File: src/rtl/lcd_message_writer_if.sv
// Bus between the LCD message writer and its surroundings: frame input, HD44780 write bus, status flags.
// The writer is the master of the LCD bus; the slave side supplies the message and observes the panel bus.
interface lcd_message_writer_if;
    logic [255:0] message;
    logic         lcd_rs;
    logic         lcd_rw;
    logic         lcd_en;
    logic [7:0]   lcd_data;
    logic         init_done;
    logic         frame_done;

    modport master (
        input  message,
        output lcd_rs, lcd_rw, lcd_en, lcd_data, init_done, frame_done
    );

    modport slave (
        output message,
        input  lcd_rs, lcd_rw, lcd_en, lcd_data, init_done, frame_done
    );
endinterface

File: src/rtl/lcd_message_writer.sv
// Refreshes a 16x2 HD44780 panel from a 32-char frame: power-up, init once, then redraw forever.
// state    | meaning
// PWRUP    | idle after reset before the first command
// INIT     | 0x38, 0x0C, 0x06, 0x01 (phase SETUP/PULSE/HOLD per transfer)
// L1ADDR   | command 0x80; its SETUP latches the frame snapshot
// L1CHAR   | chars 0..15 from the snapshot
// L2ADDR   | command 0xC0
// L2CHAR   | chars 16..31 from the snapshot
// GAP      | idle between frames, then back to L1ADDR
module lcd_message_writer #(
    parameter int unsigned POWERUP_CYCLES = 750000,
    parameter int unsigned EN_CYCLES      = 25,
    parameter int unsigned CMD_WAIT       = 2500,
    parameter int unsigned CLEAR_WAIT     = 100000,
    parameter int unsigned FRAME_GAP      = 500000
) (
    input  logic clk,
    input  logic rst_n,
    lcd_message_writer_if.master bus
);

    localparam int unsigned MAX_A   = (POWERUP_CYCLES > CLEAR_WAIT) ? POWERUP_CYCLES : CLEAR_WAIT;
    localparam int unsigned MAX_B   = (FRAME_GAP > CMD_WAIT) ? FRAME_GAP : CMD_WAIT;
    localparam int unsigned MAX_C   = (MAX_A > MAX_B) ? MAX_A : MAX_B;
    localparam int unsigned CNT_MAX = (MAX_C > EN_CYCLES) ? MAX_C : EN_CYCLES;
    localparam int unsigned CNT_W   = $clog2(CNT_MAX + 1);

    // Power-up is counted from the first edge after release, hence no -1.
    localparam logic [CNT_W-1:0] LD_PWRUP = CNT_W'(POWERUP_CYCLES);
    localparam logic [CNT_W-1:0] LD_EN    = CNT_W'(EN_CYCLES - 1);
    localparam logic [CNT_W-1:0] LD_CMD   = CNT_W'(CMD_WAIT - 1);
    localparam logic [CNT_W-1:0] LD_CLEAR = CNT_W'(CLEAR_WAIT - 1);
    localparam logic [CNT_W-1:0] LD_GAP   = CNT_W'(FRAME_GAP - 1);

    typedef enum logic [2:0] {
        S_PWRUP, S_INIT, S_L1ADDR, S_L1CHAR, S_L2ADDR, S_L2CHAR, S_GAP
    } state_t;

    typedef enum logic [1:0] {P_SETUP, P_PULSE, P_HOLD} phase_t;

    state_t           r_state;
    phase_t           r_phase;
    logic [CNT_W-1:0] r_cnt;
    logic [1:0]       r_init_idx;
    logic [4:0]       r_char_idx;
    logic [255:0]     r_snap;
    logic             r_rs;
    logic             r_en;
    logic [7:0]       r_data;
    logic             r_init_done;
    logic             r_frame_done;

    state_t           w_nxt_state;
    logic             w_nxt_rs;
    logic [7:0]       w_nxt_data;
    logic [1:0]       w_nxt_init_idx;
    logic [4:0]       w_nxt_char_idx;
    logic             w_frame_end;
    logic             w_cnt_zero;
    logic             w_is_clear;
    logic             w_waiting;

    function automatic logic [7:0] init_cmd(input logic [1:0] idx);
        case (idx)
            2'd0:    init_cmd = 8'h38;
            2'd1:    init_cmd = 8'h0C;
            2'd2:    init_cmd = 8'h06;
            default: init_cmd = 8'h01;
        endcase
    endfunction

    assign w_cnt_zero = (r_cnt == '0);
    assign w_is_clear = (r_state == S_INIT) && (r_init_idx == 2'd3);
    assign w_waiting  = (r_state == S_PWRUP) || (r_state == S_GAP) || (r_phase == P_HOLD);

    // Describes the transfer that follows the current wait.
    always_comb begin
        w_nxt_state    = r_state;
        w_nxt_rs       = 1'b0;
        w_nxt_data     = 8'h00;
        w_nxt_init_idx = r_init_idx;
        w_nxt_char_idx = r_char_idx;
        w_frame_end    = 1'b0;
        case (r_state)
            S_PWRUP: begin
                w_nxt_state    = S_INIT;
                w_nxt_init_idx = 2'd0;
                w_nxt_data     = init_cmd(2'd0);
            end
            S_INIT: begin
                if (r_init_idx == 2'd3) begin
                    w_nxt_state    = S_L1ADDR;
                    w_nxt_char_idx = 5'd0;
                    w_nxt_data     = 8'h80;
                end else begin
                    w_nxt_init_idx = r_init_idx + 2'd1;
                    w_nxt_data     = init_cmd(r_init_idx + 2'd1);
                end
            end
            S_L1ADDR: begin
                w_nxt_state = S_L1CHAR;
                w_nxt_rs    = 1'b1;
            end
            S_L1CHAR: begin
                if (r_char_idx == 5'd15) begin
                    w_nxt_state    = S_L2ADDR;
                    w_nxt_char_idx = 5'd16;
                    w_nxt_data     = 8'hC0;
                end else begin
                    w_nxt_char_idx = r_char_idx + 5'd1;
                    w_nxt_rs       = 1'b1;
                end
            end
            S_L2ADDR: begin
                w_nxt_state = S_L2CHAR;
                w_nxt_rs    = 1'b1;
            end
            S_L2CHAR: begin
                if (r_char_idx == 5'd31) begin
                    w_frame_end = 1'b1;
                end else begin
                    w_nxt_char_idx = r_char_idx + 5'd1;
                    w_nxt_rs       = 1'b1;
                end
            end
            S_GAP: begin
                w_nxt_state    = S_L1ADDR;
                w_nxt_char_idx = 5'd0;
                w_nxt_data     = 8'h80;
            end
            default: ;
        endcase
        if (w_nxt_rs) begin
            w_nxt_data = r_snap[{w_nxt_char_idx, 3'b000} +: 8];
        end
    end

    always_ff @(posedge clk or negedge rst_n) begin
        if (!rst_n) begin
            r_state      <= S_PWRUP;
            r_phase      <= P_HOLD;
            r_cnt        <= LD_PWRUP;
            r_init_idx   <= 2'd0;
            r_char_idx   <= 5'd0;
            r_snap       <= '0;
            r_rs         <= 1'b0;
            r_en         <= 1'b0;
            r_data       <= 8'h00;
            r_init_done  <= 1'b0;
            r_frame_done <= 1'b0;
        end else begin
            r_frame_done <= 1'b0;
            if (w_waiting) begin
                if (!w_cnt_zero) begin
                    r_cnt <= r_cnt - 1'b1;
                end else if (w_frame_end) begin
                    r_state      <= S_GAP;
                    r_cnt        <= LD_GAP;
                    r_frame_done <= 1'b1;
                end else begin
                    r_state    <= w_nxt_state;
                    r_phase    <= P_SETUP;
                    r_rs       <= w_nxt_rs;
                    r_data     <= w_nxt_data;
                    r_init_idx <= w_nxt_init_idx;
                    r_char_idx <= w_nxt_char_idx;
                    if (w_is_clear) begin
                        r_init_done <= 1'b1;
                    end
                end
            end else if (r_phase == P_SETUP) begin
                r_phase <= P_PULSE;
                r_en    <= 1'b1;
                r_cnt   <= LD_EN;
                if (r_state == S_L1ADDR) begin
                    r_snap <= bus.message;
                end
            end else begin
                if (!w_cnt_zero) begin
                    r_cnt <= r_cnt - 1'b1;
                end else begin
                    r_en    <= 1'b0;
                    r_phase <= P_HOLD;
                    r_cnt   <= w_is_clear ? LD_CLEAR : LD_CMD;
                end
            end
        end
    end

    assign bus.lcd_rs     = r_rs;
    assign bus.lcd_rw     = 1'b0;
    assign bus.lcd_en     = r_en;
    assign bus.lcd_data   = r_data;
    assign bus.init_done  = r_init_done;
    assign bus.frame_done = r_frame_done;

endmodule

File: src/flat_wrapper.sv
// flat-port wrapper written by rule: the top's interface ports become plain ports
module lcd_message_writer_flat 
#(
    parameter int unsigned POWERUP_CYCLES = 750000,
    parameter int unsigned EN_CYCLES      = 25,
    parameter int unsigned CMD_WAIT       = 2500,
    parameter int unsigned CLEAR_WAIT     = 100000,
    parameter int unsigned FRAME_GAP      = 500000
)
  (clk, rst_n, bus_message, bus_lcd_rs, bus_lcd_rw, bus_lcd_en, bus_lcd_data, bus_init_done, bus_frame_done);
  lcd_message_writer_if bus_i ();
  input  logic clk;
  input  logic rst_n;
  input wire logic [$bits(bus_i.message)-1:0] bus_message;
  output wire logic [$bits(bus_i.lcd_rs)-1:0] bus_lcd_rs;
  output wire logic [$bits(bus_i.lcd_rw)-1:0] bus_lcd_rw;
  output wire logic [$bits(bus_i.lcd_en)-1:0] bus_lcd_en;
  output wire logic [$bits(bus_i.lcd_data)-1:0] bus_lcd_data;
  output wire logic [$bits(bus_i.init_done)-1:0] bus_init_done;
  output wire logic [$bits(bus_i.frame_done)-1:0] bus_frame_done;
  assign bus_i.message = bus_message;
  assign bus_lcd_rs = bus_i.lcd_rs;
  assign bus_lcd_rw = bus_i.lcd_rw;
  assign bus_lcd_en = bus_i.lcd_en;
  assign bus_lcd_data = bus_i.lcd_data;
  assign bus_init_done = bus_i.init_done;
  assign bus_frame_done = bus_i.frame_done;
  lcd_message_writer #(.POWERUP_CYCLES(POWERUP_CYCLES), .EN_CYCLES(EN_CYCLES), .CMD_WAIT(CMD_WAIT), .CLEAR_WAIT(CLEAR_WAIT), .FRAME_GAP(FRAME_GAP)) u_core (.clk(clk), .rst_n(rst_n), .bus(bus_i));
endmodule
File: config.mk
export PLATFORM = sky130hd
export DESIGN_NAME = lcd_message_writer_flat
export DESIGN_NICKNAME = d
export VERILOG_FILES = /design/src/rtl/lcd_message_writer_if.sv /design/src/rtl/lcd_message_writer.sv /design/src/flat_wrapper.sv
export SDC_FILE = /design/constraint.sdc
export NUM_CORES = 1
export LEC_CHECK = 0
export CORE_ASPECT_RATIO = 0.8
export CORE_UTILIZATION = 48
export DETAILED_ROUTE_END_ITERATION = 12
export HOLD_SLACK_MARGIN = 0.06
export PLACE_DENSITY = 0.77
export SETUP_SLACK_MARGIN = 0.5
export SYNTH_ARGS = -nofsm -noshare
export SYNTH_HDL_FRONTEND = slang
export SYNTH_SLANG_ARGS = --single-unit
File: constraint.sdc
create_clock -name clk -period 3.14 [get_ports clk]
set_input_delay 0.314 -clock clk [delete_from_list [all_inputs] [get_ports clk]]
set_output_delay 0.314 -clock clk [all_outputs]
set_load 0.005 [all_outputs]
==> flow_summary.json, run 1 <==
{
  "status": "completed",
  "finalCritPeriodShare": 0.981,
  "dp_cells": 1984,
  "final_antenna_net_count": 0,
  "cp_max_fo": 13,
  "synth.area.top_cells": "dfrtp_1 (49%), mux2_2 (20%), nand2_1 (4.6%), mux2i_1 (3.8%), nand3_1 (2.6%)",
  "die_w_um": 198,
  "dp_hpwl_um": 33100,
  "fin_skew_ns": 0.0123,
  "rsz0062_at_grt": "yes",
  "drt_iter0_drc": 942,
  "routed_via_density": 5.72,
  "cts_tree": "yes",
  "antenna_found_initial": 0,
  "cp.arrival_ns": 3.57,
  "cp.buffers_inverters": 4,
  "clk_pin_slew_ns": 0.06,
  "clock.fmax_mhz": 325,
  "syn_inst": 1283,
  "routedWlPerCell_um": 21.9,
  "postLayoutCoreUtil": 0.666,
  "die-height_um": 159,
  "cts.htree.levels": 1,
  "required_ns": 3.62,
  "port-buffer-count": 269,
  "crit_chain": "ha_4, and3_4, ha_4, nand4bb_4, buf_4, a21oi_4, buf_4, nor2_8, buf_12, buf_4, mux2i_1, mux2i_2, o22ai_1, o31a_1, o31ai_2",
  "instances_no_fill": 2072,
  "final_nets": 1908,
  "io_pins": 271,
  "critPathLaunchType": "flip-flop",
  "hp-class": "in2reg",
  "yosys_warnings": 0,
  "post-route-min-period_ns": 3.08,
  "clk_path_buf_depth": 3,
  "synth_edf_count": 0,
  "grt_max_degree": 117,
  "slew_headroom": 0.487,
  "cellLeakagePower_uw": 0.00938,
  "cts_buffers": 30,
  "endpoint_kind": "flip-flop",
  "first_pass_iters": 5,
  "finalSetupViolCount": 0,
  "setup_total_negative_slack_ns": 0,
  "diodes": 0,
  "yosys-top-cells-count": "dfrtp_1 (289), mux2_2 (258), nand2_1 (181)",
  "worst_ir_drop_vdd_mv": 0.376,
  "dieArea_um2": 31500,
  "gp_congestion": 0.989,
  "grt_pass1_wl_um": 69300,
  "synth_nets": 1554,
  "setup_slack_ns": 0.0587,
  "ys_ff_latch": 300,
  "ys_dominant_reg_cell": "dfrtp_1",
  "slew_viol_final": 0,
  "grt_overflow_total": 0,
  "finalWirelength_um": 45300,
  "clk_latency_ns": 0.58,
  "num_rows": 57,
  "initial_utilization": 0.487,
  "yosysSeqAreaShare": 0.509,
  "critPathMaxStageDelay_ns": 0.40,
  "worstSetupPathType": "reg2reg",
  "power_density_nw_per_um2": 396,
  "synth.avg_cell_area_um2": 11.5,
  "yosysMostFrequentCell": "dfrtp_1",
  "critical-path-top-delay-family": "compound AO/OA/AOI/OAI gates",
  "holdWs_ns": 0.350,
  "yosysUniqueCellTypes": 75,
  "clock_sinks": 300,
  "route.detailed.drc": 0,
  "ctsRootBufferMaster": "clkbuf_16",
  "drv_cap": 0,
  "grt_pass1_vias": 12000,
  "grtUsageTotal": 0.290,
  "hold_violations": 0,
  "synth_top_area_cell": "dfrtp_1",
  "worst_slew_pin_slew_ns": 0.770,
  "slowest_stage": "dfrtp_1",
  "syn_to_final_growth_pct": 36.6,
  "synthArstFlopShare": 1.00,
  "drive_gt1_frac": 0.311,
  "coreArea_um2": 30300,
  "crit_top_cell": "buf_4",
  "vias": 11900,
  "preCtsSetupSlack_ns": -0.102,
  "syn_area_um2": 14800,
  "synth_top_area_frac": 0.490
}
## cells in the final DEF, fill, tap and decap left out, types with 7 or more instances in the layout
cell / count
o21ai_0: 36
dfrtp_1: 287
dfstp_2: 11
a211oi_1: 7
buf_4: 106
clkdlybuf4s50_1: 268
nor2_1: 31
nor3b_1: 9
inv_1: 13
a31oi_1: 14
mux2_2: 258
xnor2_1: 7
clkbuf_16: 30
nand3_1: 73
clkbuf_1: 8
and3_1: 12
ha_1: 11
nand2_1: 179
buf_12: 24
nor3_1: 16
clkbuf_8: 7
mux2i_1: 52
a21oi_1: 33
## worst paths after layout
check	startpoint	to	slack, ns	depth (start not counted)
max	u_core.r_char_idx[0]$_DFFE_PN0P_	u_core.bus.lcd_data[2]$_DFFE_PN0P_	0.06	15
min	bus_message[18]	u_core.r_snap[18]$_DFFE_PN0P_	0.35	2
max reg2reg	u_core.r_char_idx[0]$_DFFE_PN0P_	u_core.bus.lcd_data[2]$_DFFE_PN0P_	0.06	15
min reg2reg	u_core.bus.lcd_rs$_DFFE_PN0P_	u_core.bus.lcd_rs$_DFFE_PN0P_	0.47	2
max in group asynchronous	rst_n	u_core.r_cnt[5]$_DFFE_PN1P_	1.86	3
min in group asynchronous	rst_n	u_core.r_snap[110]$_DFFE_PN0P_	0.39	2
## flip-flops by register name, indices dropped and copies added, names as in the netlist
signal / count
u_core.r_init_idx: 2
u_core.bus.init_done: 1
u_core.bus.lcd_data: 8
u_core.bus.lcd_rs: 1
u_core.bus.lcd_en: 1
u_core.r_phase: 2
u_core.r_state: 3
u_core.r_cnt: 20
u_core.r_char_idx: 5
u_core.r_snap: 256
u_core.bus.frame_done: 1
## cell type report
| type | instances | area [um2] |
|---|---|---|
| clock buffers | 45 | 877 |
| well taps | 413 | 517 |
| multi-input cells | 885 | 6970 |
| repair buffers | 407 | 4100 |
| fillers | 2269 | 10100 |
| flip-flops and latches | 300 | 7520 |
| inverters | 13 | 48.8 |
| clock inverters | 9 | 134 |
## worst register-to-register path: cells and delay by family, from the launching register on
kind	cells	cell delay (ns)
AOI/OAI and AO/OA	4	0.75
buffers and inverters	4	0.65
and+or+nand+nor	3	0.47
DFF	1	0.40
adders and majority gates	2	0.33
muxes	2	0.39
## layer usage
metal / vias to the layer above / global-route usage / share of wire
met1: 5900 / 0.410 / 0.43
met3: 98 / 0.0729 / 0.088
met5: - / 0 / 0
li1: 5301 / - / -
met2: 560 / 0.434 / 0.44
met4: 0 / 0.0987 / 0.037
## cells by family (layout without fill, tap and decap cells)
| group | count (synthesis) | after routing | share of synthesized area |
|---|---|---|---|
| and+or+nand+nor | 377 | 379 | 0.123 |
| muxes | 319 | 319 | 0.242 |
| DFF | 300 | 300 | 0.509 |
| AOI/OAI and AO/OA | 162 | 162 | 0.0736 |
| buffers and inverters | 100 | 474 | 0.0340 |
| adders and majority gates | 13 | 13 | 0.0110 |
| xor gates and xnor gates | 11 | 11 | 0.00653 |
| other | 1 | 1 | 0.000254 |
## per-stage QoR
step | total power [uW] | area [um2]
floorplan | 3940 | 14800
global placement | 4380 | 18600
detailed placement | 4380 | 18600
CTS | 8050 | 19900
global route | 8220 | 20200
finish | 8000 | 20200
## what timing repair did
item,4_1_cts,5_1_grt
endpoints found under the setup margin,8,206
hold endpoints to repair,86,0
cloned,4,0
buffers inserted,15,14
gates resized for setup,21,35
pin swaps,17,20
hold buffers,1,0
## report_power, final
group,switching [uW],internal [uW]
clock,1520,2170
sequential,0,3870
combinational,153,293
Power figures use the tool's default switching activity.
==> run 2: changes to the inputs <==
--- a/config.mk
+++ b/config.mk
@@ -5,6 +5,7 @@
 export SDC_FILE = /design/constraint.sdc
 export NUM_CORES = 1
 export LEC_CHECK = 0
+export CAP_MARGIN = 10
 export CORE_ASPECT_RATIO = 0.8
 export CORE_UTILIZATION = 48
 export DETAILED_ROUTE_END_ITERATION = 12
==> constraint.sdc (replaced) <==
create_clock -name clk -period 2.6 [get_ports clk]
set_input_delay 0.26 -clock clk [delete_from_list [all_inputs] [get_ports clk]]
set_output_delay 0.26 -clock clk [all_outputs]
set_load 0.005 [all_outputs]
==> flow_summary.json, run 2 (same netlist as run 1, synthesis figures left out) <==
{
  "failed_checks": "setup timing",
  "syn_to_final_growth_pct": 62.2,
  "holdWs_ns": 0.209,
  "num_rows": 57,
  "die_w_um": 198,
  "swShare": 0.220,
  "gp_congestion": 0.943,
  "critPathLaunchType": "flip-flop",
  "finalSetupViolCount": 14,
  "grt_pass1_wl_um": 82900,
  "grtUsageTotal": 0.351,
  "finalWirelength_um": 61000,
  "final_antenna_net_count": 0,
  "p_clk_frac": 0.482,
  "clk_latency_ns": 0.59,
  "routedWlPerCell_um": 27.1,
  "critPathMaxStageDelay_ns": 0.39,
  "required_ns": 3.05,
  "final_cell_area_um2": 23900,
  "setup_total_negative_slack_ns": -3.80,
  "initial_utilization": 0.487,
  "clock_sinks": 300,
  "design_power_total_uw": 10100,
  "p_switching_uw": 2220,
  "first_pass_iters": 6,
  "hp-class": "in2async",
  "coreArea_um2": 30300,
  "rsz0062_at_grt": "yes",
  "drt_iter0_drc": 1450,
  "ctsRootBufferMaster": "clkbuf_16",
  "largest_reg_flops": 256,
  "routed_via_density": 6.12,
  "die-height_um": 159,
  "slew_headroom": 0.607,
  "clock.fmax_mhz": 316,
  "worst_ir_drop_vdd_mv": 0.516,
  "route.detailed.drc": 0,
  "io_pins": 271,
  "grt_overflow_total": 0,
  "clk_path_buf_depth": 3,
  "drv_cap": 0,
  "vias": 13800,
  "cp.arrival_ns": 3.62,
  "grt_pass1_vias": 13700,
  "worst_slew_pin_slew_ns": 0.589,
  "post-route-min-period_ns": 3.16,
  "slowest_stage": "dfrtp_1",
  "grt_max_degree": 67,
  "dp_hpwl_um": 34600,
  "port-buffer-count": 269,
  "final_nets": 2079,
  "p_comb_frac": 0.056,
  "power_density_nw_per_um2": 422,
  "setup_slack_ns": -0.564,
  "cts_tree": "yes",
  "crit_chain": "ha_2, and3_4, ha_4, nand4bb_4, o2111a_2, buf_6, or2_4, buf_8, buf_4, nand2_1, nand3_1, and3_1, o21ai_1, buf_4, a21oi_1",
  "cp_max_fo": 8,
  "critical-path-top-delay-family": "simple AND/OR/NAND/NOR gates",
  "cts_buffers": 31,
  "final_common_cell": "dfrtp_1",
  "finalCritPeriodShare": 1.22,
  "crit_top_cell": "buf_4",
  "worstSetupPathType": "reg2reg",
  "hold_violations": 0,
  "slew_viol_final": 0,
  "drive_gt1_frac": 0.411,
  "cp.buffers_inverters": 4,
  "endpoint_kind": "flip-flop",
  "seq_power_share": 0.462,
  "cts.htree.levels": 1,
  "status": "finished with violations",
  "cellLeakagePower_uw": 0.0110,
  "fin_skew_ns": 0.0209,
  "final_cell_mix": "dfrtp_1 (288), clkdlybuf4s50_1 (268), mux2_4 (197)",
  "clk_pin_slew_ns": 0.07,
  "intPower_uw": 7870,
  "dieArea_um2": 31500,
  "largest_register": "u_core.r_snap",
  "antenna_found_initial": 2,
  "dpl_cell_area_um2": 19100
}
==> run 2: layout make-up <==
class                      count  area, um2
inverter                      13       48.8
multi-input combinational    887       8120
sequential                   300       7520
timing repair buffer         575       6650
clock inverter                13        210
clock buffer                  45        878
fill                        1620       6360
antenna                        2       5.00
tap                          413        517
==> run 2: worst paths after layout <==
check | end | from | slack (ns) | cells after the start
worst max-delay path | u_core.bus.lcd_data[5]$_DFFE_PN0P_ | u_core.r_char_idx[1]$_DFFE_PN0P_ | -0.56 | 15
worst min-delay path | u_core.r_snap[102]$_DFFE_PN0P_ | rst_n | 0.21 | 2
worst max register to register | u_core.bus.lcd_data[5]$_DFFE_PN0P_ | u_core.r_char_idx[1]$_DFFE_PN0P_ | -0.56 | 15
worst min register to register | u_core.bus.lcd_rs$_DFFE_PN0P_ | u_core.bus.lcd_rs$_DFFE_PN0P_ | 0.50 | 2
max in group asynchronous | u_core.r_snap[161]$_DFFE_PN0P_ | rst_n | 1.34 | 3
min in group clk | u_core.r_snap[171]$_DFFE_PN0P_ | bus_message[171] | 0.29 | 2
==> run 2: repair_timing <==
| action | CTS | global route |
|---|---|---|
| gates cloned | 33 | 16 |
| resized for setup | 270 | 196 |
| setup endpoints to repair | 287 | 294 |
| hold buffers | 1 | 0 |
| hold endpoints to repair | 58 | 0 |
| setup buffers | 61 | 37 |
| pin swaps | 47 | 47 |
==> run 2: routing by layer <==
layer | up-vias | share of wire | global-route usage
met5 | - | 0 | 0
met4 | 0 | 0.050 | 0.134
met3 | 244 | 0.097 | 0.0803
met2 | 978 | 0.47 | 0.552
met1 | 6861 | 0.39 | 0.472
li1 | 5672 | - | -
==> run 2: power groups by stage <==
stage               registers (uW)  logic (uW)  clock network, uW
floorplan                     4760        4.65                  0
global placement              4750         541                  0
detailed placement            4750         541                  0
CTS                           4670         555               4800
global route                  4660         594               5070
finish                        4670         564               4860
==> run 2: stage by stage <==
step / std cells / util / setup slack, ns
5_1_grt: 2247 / 0.790 / -0.601
2_1_floorplan: 1283 / - / -0.282
3_5_place_dp: 2040 / 0.629 / -0.745
4_1_cts: 2193 / 0.744 / -0.368
6_report: 2248 / 0.790 / -0.564
3_3_place_gp: 2040 / 0.629 / -0.700
==> patch (flow settings as in run 2) <==
`EN_CYCLES` is set to 25 in 2 places; all go to 50.
--- a/src/rtl/lcd_message_writer.sv
+++ b/src/rtl/lcd_message_writer.sv
@@ -9,7 +9,7 @@
 // GAP      | idle between frames, then back to L1ADDR
 module lcd_message_writer #(
     parameter int unsigned POWERUP_CYCLES = 750000,
-    parameter int unsigned EN_CYCLES      = 25,
+    parameter int unsigned EN_CYCLES      = 50,
     parameter int unsigned CMD_WAIT       = 2500,
     parameter int unsigned CLEAR_WAIT     = 100000,
     parameter int unsigned FRAME_GAP      = 500000
--- a/src/flat_wrapper.sv
+++ b/src/flat_wrapper.sv
@@ -2,7 +2,7 @@
 module lcd_message_writer_flat 
 #(
     parameter int unsigned POWERUP_CYCLES = 750000,
-    parameter int unsigned EN_CYCLES      = 25,
+    parameter int unsigned EN_CYCLES      = 50,
     parameter int unsigned CMD_WAIT       = 2500,
     parameter int unsigned CLEAR_WAIT     = 100000,
     parameter int unsigned FRAME_GAP      = 500000
Behaviour: same outputs for any inputs over 4 cycles, from zero or initial values and one cycle with rst_n low; that may be too few to reach the edited logic, so the function may still have changed.
==> patch against run 2 <==
The flow still finishes with violations (setup timing); power grew 4.9%; sequential power grew 7.3%; non-clock buffer count shrank 113; wire length shrank 20%; synthesized area shrank 0.95%; final area shrank 10%; sequential cell count is the same; worst setup slack lost 0.093 ns; critical path type unchanged; critical endpoint is now u_core.bus.lcd_data[6]; largest cell class is now registers.
==> patch: results (changes against run 2) <==
Global route
  – GR Util All Layers: 0.298 (-0.0528)
  – Pin count of the biggest net entering global routing: 93 (+39%)
  – First-pass GRT wire length: 70900 µm (-14%)

CTS
  – Buffer count from post-CTS setup fixing: 29 (-52%)
  – Post_cts resized: 99 (-63%)

Routing
  – Via count: 12261 (-11%)
  – Average wire per standard cell: 23.3 µm (-14%)
  – DR pass1 iterations: 5 (-1)
  – Initial DRC Count: 1178 (-19%)
  – Total wire length: 48800 µm (-20%)

Setup path
  – CP max-delay cell: or4_4
  – Max stage delay on crit path: 0.59 ns (+0.20 ns)
  – R2R cell count: 14 (-1)
  – Max FO, Critical Path: 6 (-2)

Synthesis
  – Synth area leaders: dfrtp_1 (49%), mux2_2 (20%), mux2i_1 (5.3%)
  – Syn Nets: 1510 (-2.8%)
  – Mean area per synthesized cell: 11.8 µm² (+2.6%)
  – Register area share after synthesis: 0.514 (+0.00488)
  – Synth unique cells: 69 (-8.0%)
  – Commonest cells in the netlist: dfrtp_1 (289), mux2_2 (260), nand2_1 (160), mux2i_1 (78), nand3_1 (58)

Run status
  – Failing checks: setup timing
  – Status: finished, violations left

Timing
  – Final setup margin: -0.657 ns (-0.0931 ns)
  – Final setup fails: 8 (-6)
  – Clock skew: 0.0193 ns (-0.00154 ns)

Final layout
  – Layout filler cell count: 1942 (+20%)
  – Share of cells above drive strength 1: 0.394 (-0.0170)
  – Nets: 1930 (-7.2%)

Placement
  – Hpwl dp: 31800 µm (-8.0%)
  – GPL Wtd Cong: 0.925 (-1.8%)

Power
  – Worst IR Drop VDD: 486 µV (-5.8%)
  – Pleak: 9.46 nW (-14%)
patch: cell types whose count changed after synthesis, moves of 4 or more:
cell | run 2 | this run
nand3_1 | 77 | 58
buf_2 | 26 | 17
a21oi_1 | 35 | 29
o21ai_0 | 40 | 27
mux2i_1 | 56 | 78
a31oi_1 | 14 | 8
nand2_1 | 181 | 160
buf_6 | 8 | 4
and3_1 | 14 | 5
nor3_1 | 16 | 20
a211oi_1 | 12 | 18
a221oi_1 | 0 | 4
clkbuf_1 | 42 | 46
patch: path summary, 6_finish.rpt:
kind / start / end / slack (ns)
worst max-delay path: u_core.r_char_idx[1] / u_core.bus.lcd_data[6] / -0.66
worst min-delay path: rst_n / u_core.r_cnt[6] / 0.24
worst max register to register: u_core.r_char_idx[1] / u_core.bus.lcd_data[6] / -0.66
worst min register to register: u_core.bus.init_done / u_core.bus.init_done / 0.50
max in group asynchronous: rst_n / u_core.r_cnt[13] / 1.61
min in group clk: bus_message[129] / u_core.r_snap[129] / 0.27
patch: logic make-up (layout without fill, tap and decap cells):
family,after synthesis,after routing,share of synthesized area
xor gates and xnor gates,12,12,0.00719
other,1,3,0.000256
DFF,300,300,0.514
AOI/OAI and AO/OA,151,151,0.0722
muxes,343,343,0.261
adders and majority gates,13,13,0.0111
buffers and inverters,90,532,0.0282
and+or+nand+nor,329,332,0.105
patch: final cells by class:
cell class,instances,area [µm²],area share
sequential,300,7530,0.351
multi-input combinational,852,7510,0.350
timing repair buffer,462,4770,0.222
clock buffer,38,862,0.0402
tap,406,508,0.0237
clock inverter,20,214,0.00998
inverter,12,45.0,0.00210
antenna,2,5.00,0.000233
patch: worst register-to-register path, delay by kind of cell (launching register included):
family / cells / cell delay, ns
buf+inv: 3 / 0.48
simple gates: 5 / 1.19
mux: 1 / 0.20
fa+ha+maj: 2 / 0.35
flops: 1 / 0.40
compound gates: 3 / 0.53
patch: layer usage:
metal / track usage / share of wire / vias up / routed length [µm]
met2: 0.481 / 0.47 / 661 / 22800
li1: - / - / 5317 / -
met3: 0.0729 / 0.092 / 125 / 4510
met4: 0.0808 / 0.032 / 0 / 1550
met5: 0 / 0 / - / 0
met1: 0.402 / 0.41 / 6158 / 19900
patch: through the flow:
stage	TNS (ns)	total power, mW	instance area, µm²
after floorplan	-2.39	5.29	14700
final	-4.22	10.6	21400
after detailed placement	-3.59	5.95	18800
after global routing	-4.72	10.9	21400
after CTS	-3.25	10.6	20700
after global placement	-3.10	5.93	18800
patch: power breakdown:
part	switching, mW	internal [mW]	leakage, nW	total (mW)
registers	0.133	4.87	3.52	5.01
logic	0.331	0.584	5.42	0.916
clock network	2.00	2.67	0.523	4.67
total	2.46	8.13	9.46	10.6
